## config.mk

```make
export PLATFORM = sky130hd
export DESIGN_NAME = arbiter_puf
export DESIGN_NICKNAME = d
export VERILOG_FILES = /design/src/rtl/arbiter_puf.sv
export SDC_FILE = /design/constraint.sdc
export NUM_CORES = 1
export LEC_CHECK = 0
export ABC_AREA = 1
export BUFFER_PORTS_ARGS = -buffer_cell sky130_fd_sc_hd__buf_2
export CAP_MARGIN = 20
export CELL_PAD_IN_SITES_DETAIL_PLACEMENT = 2
export CELL_PAD_IN_SITES_GLOBAL_PLACEMENT = 2
export CORE_UTILIZATION = 40
export DETAILED_ROUTE_END_ITERATION = 10
export PLACE_DENSITY = 0.89
export SLEW_MARGIN = 10
export SYNTH_ARGS = -nofsm -noshare
export SYNTH_HDL_FRONTEND = slang
export SYNTH_SLANG_ARGS = --single-unit
```

## constraint.sdc

```tcl
create_clock -name CLK -period 36.5 [get_ports CLK]
set_input_delay 0 -clock CLK [delete_from_list [all_inputs] [get_ports CLK]]
set_output_delay 0 -clock CLK [all_outputs]
set_load 0.01 [all_outputs]
```

## src/rtl/arbiter_puf.sv

```systemverilog
// Behavioural arbiter PUF: N_RESP additive-delay chains driven by a registered challenge.
// Weights are elaboration-time constants from xorshift32(SEED) or a fixed test pattern.
module arbiter_puf #(
  parameter int          N_STAGES  = 16,
  parameter int          N_RESP    = 4,
  parameter int          W_DELTA   = 8,
  parameter logic [31:0] SEED      = 32'hA5C31E7B,
  parameter bit          TEST_MODE = 1'b0
) (
  input  logic                CLK,
  input  logic                RST_N,
  input  logic [N_STAGES-1:0] SW,
  output logic [N_RESP-1:0]   LD
);

  localparam int W_SUM = W_DELTA + $clog2(N_STAGES);
  localparam int N_W   = N_RESP * N_STAGES;

  function automatic logic [31:0] xorshift32(input logic [31:0] s);
    logic [31:0] t;
    t = s ^ (s << 13);
    t = t ^ (t >> 17);
    t = t ^ (t << 5);
    return t;
  endfunction

  // Weight n = k*N_STAGES+i is taken after step n+1 of the generator.
  function automatic logic [N_W*W_DELTA-1:0] gen_weights();
    logic [31:0]            s;
    logic [N_W*W_DELTA-1:0] w;
    s = (SEED == 32'd0) ? 32'd1 : SEED;
    w = '0;
    for (int n = 0; n < N_W; n++) begin
      s = xorshift32(s);
      if (TEST_MODE) begin
        w[n*W_DELTA +: W_DELTA] = ((n % N_STAGES) == (n / N_STAGES)) ? W_DELTA'(16) : W_DELTA'(1);
      end else begin
        w[n*W_DELTA +: W_DELTA] = s[W_DELTA-1:0];
      end
    end
    return w;
  endfunction

  // phi[i] is negative when an odd number of stages at or above i are crossed.
  function automatic logic suffix_parity(input logic [N_STAGES-1:0] c, input int i);
    return ^(c >> i);
  endfunction

  localparam logic [N_W*W_DELTA-1:0] WEIGHTS = gen_weights();

  logic [N_STAGES-1:0]       chal_q;
  logic [N_STAGES-1:0]       phi_neg;
  logic signed [W_SUM-1:0]   delta;
  logic signed [W_SUM-1:0]   term;
  logic signed [W_DELTA-1:0] w_ki;
  logic [N_RESP-1:0]         resp;

  // Accumulate the signed delay difference per chain and take its strict sign.
  always_comb begin
    phi_neg = '0;
    delta   = '0;
    term    = '0;
    w_ki    = '0;
    resp    = '0;
    for (int i = 0; i < N_STAGES; i++) begin
      phi_neg[i] = suffix_parity(chal_q, i);
    end
    for (int k = 0; k < N_RESP; k++) begin
      delta = '0;
      for (int i = 0; i < N_STAGES; i++) begin
        w_ki = WEIGHTS[(k*N_STAGES+i)*W_DELTA +: W_DELTA];
        term = W_SUM'(w_ki);
        if (phi_neg[i]) begin
          delta = delta - term;
        end else begin
          delta = delta + term;
        end
      end
      // A tie resolves to 0: the bottom path wins.
      resp[k] = ~delta[W_SUM-1] & (|delta);
    end
  end

  // Two-stage pipeline: challenge register then response register.
  always_ff @(posedge CLK) begin
    if (!RST_N) begin
      chal_q <= '0;
      LD     <= '0;
    end else begin
      chal_q <= SW;
      LD     <= resp;
    end
  end

endmodule

```

# Word level (Yosys, flattened, before mapping)
# Index checks and enable logic that the tools add are counted.
[totals]
mem_count = 0
latch_bits = 0
ff_bits = 20
out_inout_bits = 4
romBits = 0
ram_bits = 0
[op_classes]
n_shift = 0
mux = 63
bitwise_logic = 8
n_eq_ne = 0
div_mod_pow = 0
magnitude_cmp = 0
n_reduce_logical = 20
n_addsub = 118
n_mul = 0
[ops]
columns = ["cell", "n"]
rows = [
  ["12-bit two-way mux", 63],
  ["12-bit by 8-bit adder with 12-bit output (second input constant)", 28],
  ["12-bit by 8-bit subtractor with 12-bit output (second input constant)", 28],
  ["12-bit by 7-bit adder with 12-bit output (second input constant)", 22],
  ["12-bit by 7-bit subtractor with 12-bit output (second input constant)", 22],
  ["16-bit XOR reduction", 16],
  ["12-bit by 5-bit adder with 12-bit output (second input constant)", 4],
  ["12-bit by 6-bit adder with 12-bit output (second input constant)", 4],
  ["12-bit OR reduction", 4],
  ["12-bit by 5-bit subtractor with 12-bit output (second input constant)", 4],
  ["12-bit by 6-bit subtractor with 12-bit output (second input constant)", 4],
  ["12-bit by 2-bit adder with 12-bit output (second input constant)", 1],
  ["12-bit by 2-bit subtractor with 12-bit output (second input constant)", 1],
  ["1-bit bitwise AND", 4],
  ["1-bit NOT", 4],
]

# Longest topological paths before layout
[depth]
word_depth = 34
mapped_depth = 91

# Least setup slack after synthesis
# Ideal clock, no wire load.
[synth_timing]
path_type = "register to register"
startpoint = "register chal_q[15]"
endpoint = "register LD[3]"
t_arrival_ps = 13857
t_required_ps = 36387
period_less_slack_ps = 13970
path_buffers = 2
setup_time_ps = 113
slack_ps = 22530
path_stages_with_launch = 83
cell_sequence = "dfxtp_1 -> buf_6 -> inv_6 -> nand2_2 -> nand2_4 -> xor2_4 -> nand2_1 -> nand2_4 -> xor2_4 -> xor2_1 -> ha_1 -> inv_1 -> nand2_1 -> nand2_1 -> ha_1 -> clkbuf_1 -> inv_1 -> a21oi_1 -> (+47 left out) -> ha_1 -> a21oi_1 -> nand2_1 -> xor2_1 -> ha_1 -> nand2_1 -> nor2_1 -> nand3b_1 -> o2111ai_1 -> xor2_1 -> xor2_1 -> nand3_1 -> nand2_1 -> nand2_1 -> nand2_1 -> inv_1 -> nor2_1 -> nor2_1"
[synth_between]
elab_chain_cells = 34
[synth_rtl]
columns = ["element", "line_no", "source"]
rows = [
  ["start: declaration", "51", "logic [N_STAGES-1:0] chal_q;"],
  ["start signal: assignment", "87", "chal_q <= '0;"],
  ["start signal: assignment", "90", "chal_q <= SW;"],
  ["16-bit XOR reduction", "46", "return ^(c >> i);"],
  ["12-bit two-way mux", "73", "if (phi_neg[i]) begin"],
  ["12-bit by 8-bit adder with 12-bit output or 12-bit by 8-bit subtractor with 12-bit output (tied branches)", "76, 74", ""],
  ["12-bit two-way mux", "73", ""],
  ["12-bit by 8-bit adder with 12-bit output or 12-bit by 8-bit subtractor with 12-bit output (tied branches)", "76, 74", ""],
  ["12-bit two-way mux", "73", ""],
  ["12-bit by 8-bit adder with 12-bit output or 12-bit by 8-bit subtractor with 12-bit output (tied branches)", "76, 74", ""],
  ["12-bit two-way mux", "73", ""],
  ["(+18 left out)", "n/a", ""],
  ["12-bit by 8-bit adder with 12-bit output or 12-bit by 8-bit subtractor with 12-bit output (tied branches)", "76, 74", ""],
  ["12-bit two-way mux", "73", ""],
  ["12-bit by 7-bit adder with 12-bit output or 12-bit by 7-bit subtractor with 12-bit output (tied branches)", "76, 74", ""],
  ["12-bit two-way mux", "73", ""],
  ["12-bit by 7-bit adder with 12-bit output or 12-bit by 7-bit subtractor with 12-bit output (tied branches)", "76, 74", ""],
  ["12-bit two-way mux (*)", "73", ""],
  ["12-bit OR reduction or 1-bit NOT (tied branches)", "80", "resp[k] = ~delta[W_SUM-1] & (|delta);"],
  ["1-bit bitwise AND (*)", "80", ""],
  ["end signal: assignment", "91", "LD <= resp;"],
  ["end: declaration", "13", "output logic [N_RESP-1:0] LD"],
]
# Every way passes the cells marked *; elsewhere a longest branch is shown, timed or not.
# A chain may end at the register's enable or synchronous reset.

# Worst setup path after layout
# Same ends and word-level chain as after synthesis.

==> flow_summary_export.csv <==
group,metric,value,unit
status,status,"completed",
placement,dp_hpwl,72600,um
die,core-area,51700,um2
sta,clock.fmax,0.0555,GHz
placement,port_buffers,21,
sta,tns,0,ps
drt,drtIter0Drc,955,
drt,ant_nets,0,
cts,cts_num_sinks,20,
sta,hold_ws,24.1,ps
cts,cts_root_buffer,"clkbuf_16",
synth,netlist_area,21100,um2
global_routing,grt_max_degree,30,
finish,final_nets,3798,
die,die_area,53600,um2
setup_path,crit_top_cell,"inv_1",
drt,vias,23100,
synth,synth-compound-area-share,0.182,
setup_path,startpoint_type,"flop",
synth,synthArstFlopShare,0,
cts,cts_setup_buffers,0,
setup_path,critPathSlowestCell,"ha_1",
synth,yosys_register_bits,20,
sta,final-setup-viol-count,0,
cts,clk_latency,290,ps
synth,synth_xor_xnor_area_share,0.182,
setup_path,cp.required,36700,ps
finish,synthToLayoutAreaGrowth,6.00,%
synth,synth_nets,3752,
synth,synth_area_leaders,"ha_1, xor2_1, inv_1, nand2_1, a21oi_1",
synth,netlist.area_leader.share,0.278,
sta,worstMarginPinSlew,1160,ps
synth,synth_flop_cell,"dfxtp_1",
sta,finClkSkew,13.7,ps
die,row_count,83,
setup_path,arrival,18230,ps
synth,synth_top_family_by_area,"adder cells",
finish,fillers,6426,
sta,rsz0062_at_grt,"false",
synth,synthMuxAreaShare,0,
finish,drive_gt1_frac,0.0269,
synth,yosysUniqueCellTypes,48,
cts,cts_tree,"done",
cts,cts.repair.resized,0,
global_routing,grt_antenna_before_repair,0,
setup_path,path_buf_inv,22,
sta,timing.final.crit_share,0.494,
cts,clockBufferDepth,2,
synth,synth_cells,3230,
setup_path,end_kind,"flop",
synth,synth-seq-area-share,0.0190,
setup_path,path_class,"reg -> reg",
drt,vias_per_cell,5.83,
setup_path,path_delay_family,"adder cells",
drt,wire_per_inst,23.7,um
setup_path,crit_fanout,29,
sta,hold_viol_final,0,
cts,cts_max_level,1,
run,drv_cap,0,
finish,diodes,0,
placement,gp_congestion,0.832,
global_routing,grt_pass1_wl,148000,um
die,die_w,232,um
drt,drc,0,
die,initial_utilization,0.408,
sta,slew-limit-headroom,0.223,
sta,slew_viol_final,0,
die,die_h,232,um
global_routing,grt_usage,0.345,
drt,dr.pass1.iters,5,
synth,synth_area_leader_cell,"ha_1",
cts,clk_pin_slew,70,ps
setup_path,worst_path_largest_cell_delay,530,ps
die,io_pins,22,
synth,synth_fa_ha_area_frac,0.312,
synth,syn_avg_cell_area,6.53,um2
sta,period_needed,18030,ps
synth,yosys.area_share.simple,0.185,
global_routing,globalRoute.totalOverflow,0,
drt,wl,93800,um
synth,synth_edf_count,0,
global_routing,grt_pass1_vias,27400,
synth,yosys_warnings,0,
worst_hold_path,hp-class,"in -> reg",
cts,cts_made_buffers,3,
==> per-layer routing <==
| metal | track usage | share of wire |
|---|---|---|
| met2 | 0.680 | 0.54 |
| met3 | 0.0359 | 0.027 |
| met4 | 0.198 | 0.060 |
| met1 | 0.345 | 0.38 |
| met5 | 0 | 0 |
==> worst paths after layout <==
| path | from | to | slack [ps] | cells past startpoint |
|---|---|---|---|---|
| min reg2reg | chal_q[15]$_SDFF_PN0_ | LD[1]$_SDFF_PN0_ | 1150 | 5 |
| min | SW[12] | chal_q[12]$_SDFF_PN0_ | 20 | 3 |
| max reg2reg | chal_q[15]$_SDFF_PN0_ | LD[3]$_SDFF_PN0_ | 18470 | 84 |
| max | chal_q[15]$_SDFF_PN0_ | LD[3]$_SDFF_PN0_ | 18470 | 84 |
==> layout by cell type, fill, tap and decap left out, types with 16 or more instances in the layout <==
cell        n
a21o_1     24
inv_1     650
nand3_1   126
buf_2      21
dfxtp_1    20
o31ai_1    26
fa_1       36
xnor2_1   137
a21oi_1   386
nand2_2    16
xor2_1    283
nand2_1   608
o21bai_1   52
nor2_1     90
ha_1      468
o21ai_0   131
nor3_1     47
==> timing repair <==
action	in CTS	in global routing
hold buffers	13	0
setup endpoints to repair	0	0
endpoints found under the hold margin	13	0
==> worst min-delay path: stages <==
cell	delay, ps
buf_2	80
nand2_1	40
inv_1	130
==> logic make-up (layout without fill, tap and decap cells) <==
group,count (synthesis),after routing
buffers and inverters,664,709
DFF,20,20
adders and majority gates,504,504
xor gates and xnor gates,428,428
and+or+nand+nor,931,931
AOI/OAI and AO/OA,683,683
==> sequential cells by signal, indices dropped and copies added, names as in the netlist <==
signal  cells
chal_q     16
LD          4
==> metrics by stage <==
step                      cell area (um2)  worst slack (ps)  utilization  instances
after floorplan                     21100             22530            -       3230
after global placement              22100             21680        0.427       3937
after detailed placement            22100             19800        0.427       3937
after CTS                           22300             19260        0.432       3954
after global routing                22400             17580        0.432       3955
final                               22400             18470        0.432       3955
==> cell type report <==
class,count,area (um2),share of cell area
Multi-Input combinational cell,2546,18200,0.812
Inverter,658,2480,0.111
Tap cell,680,851,0.0381
Sequential cell,20,400,0.0179
Timing Repair Buffer,47,353,0.0158
Clock buffer,3,75.1,0.00336
Clock inverter,1,30.0,0.00134
==> Yosys cell counts, drive strengths merged, types with 36 or more instances <==
| cell type | number |
|---|---|
| inv | 658 |
| nand2 | 630 |
| ha | 468 |
| a21oi | 386 |
| xor2 | 287 |
| xnor2 | 141 |
| o21ai | 135 |
| nand3 | 127 |
| nor2 | 90 |
| o21bai | 52 |
| nor3 | 47 |
| fa | 36 |
Power is left out: the tool's default activity adds up to more than one toggle a clock period on the data nets, which glitch-free logic cannot reach.
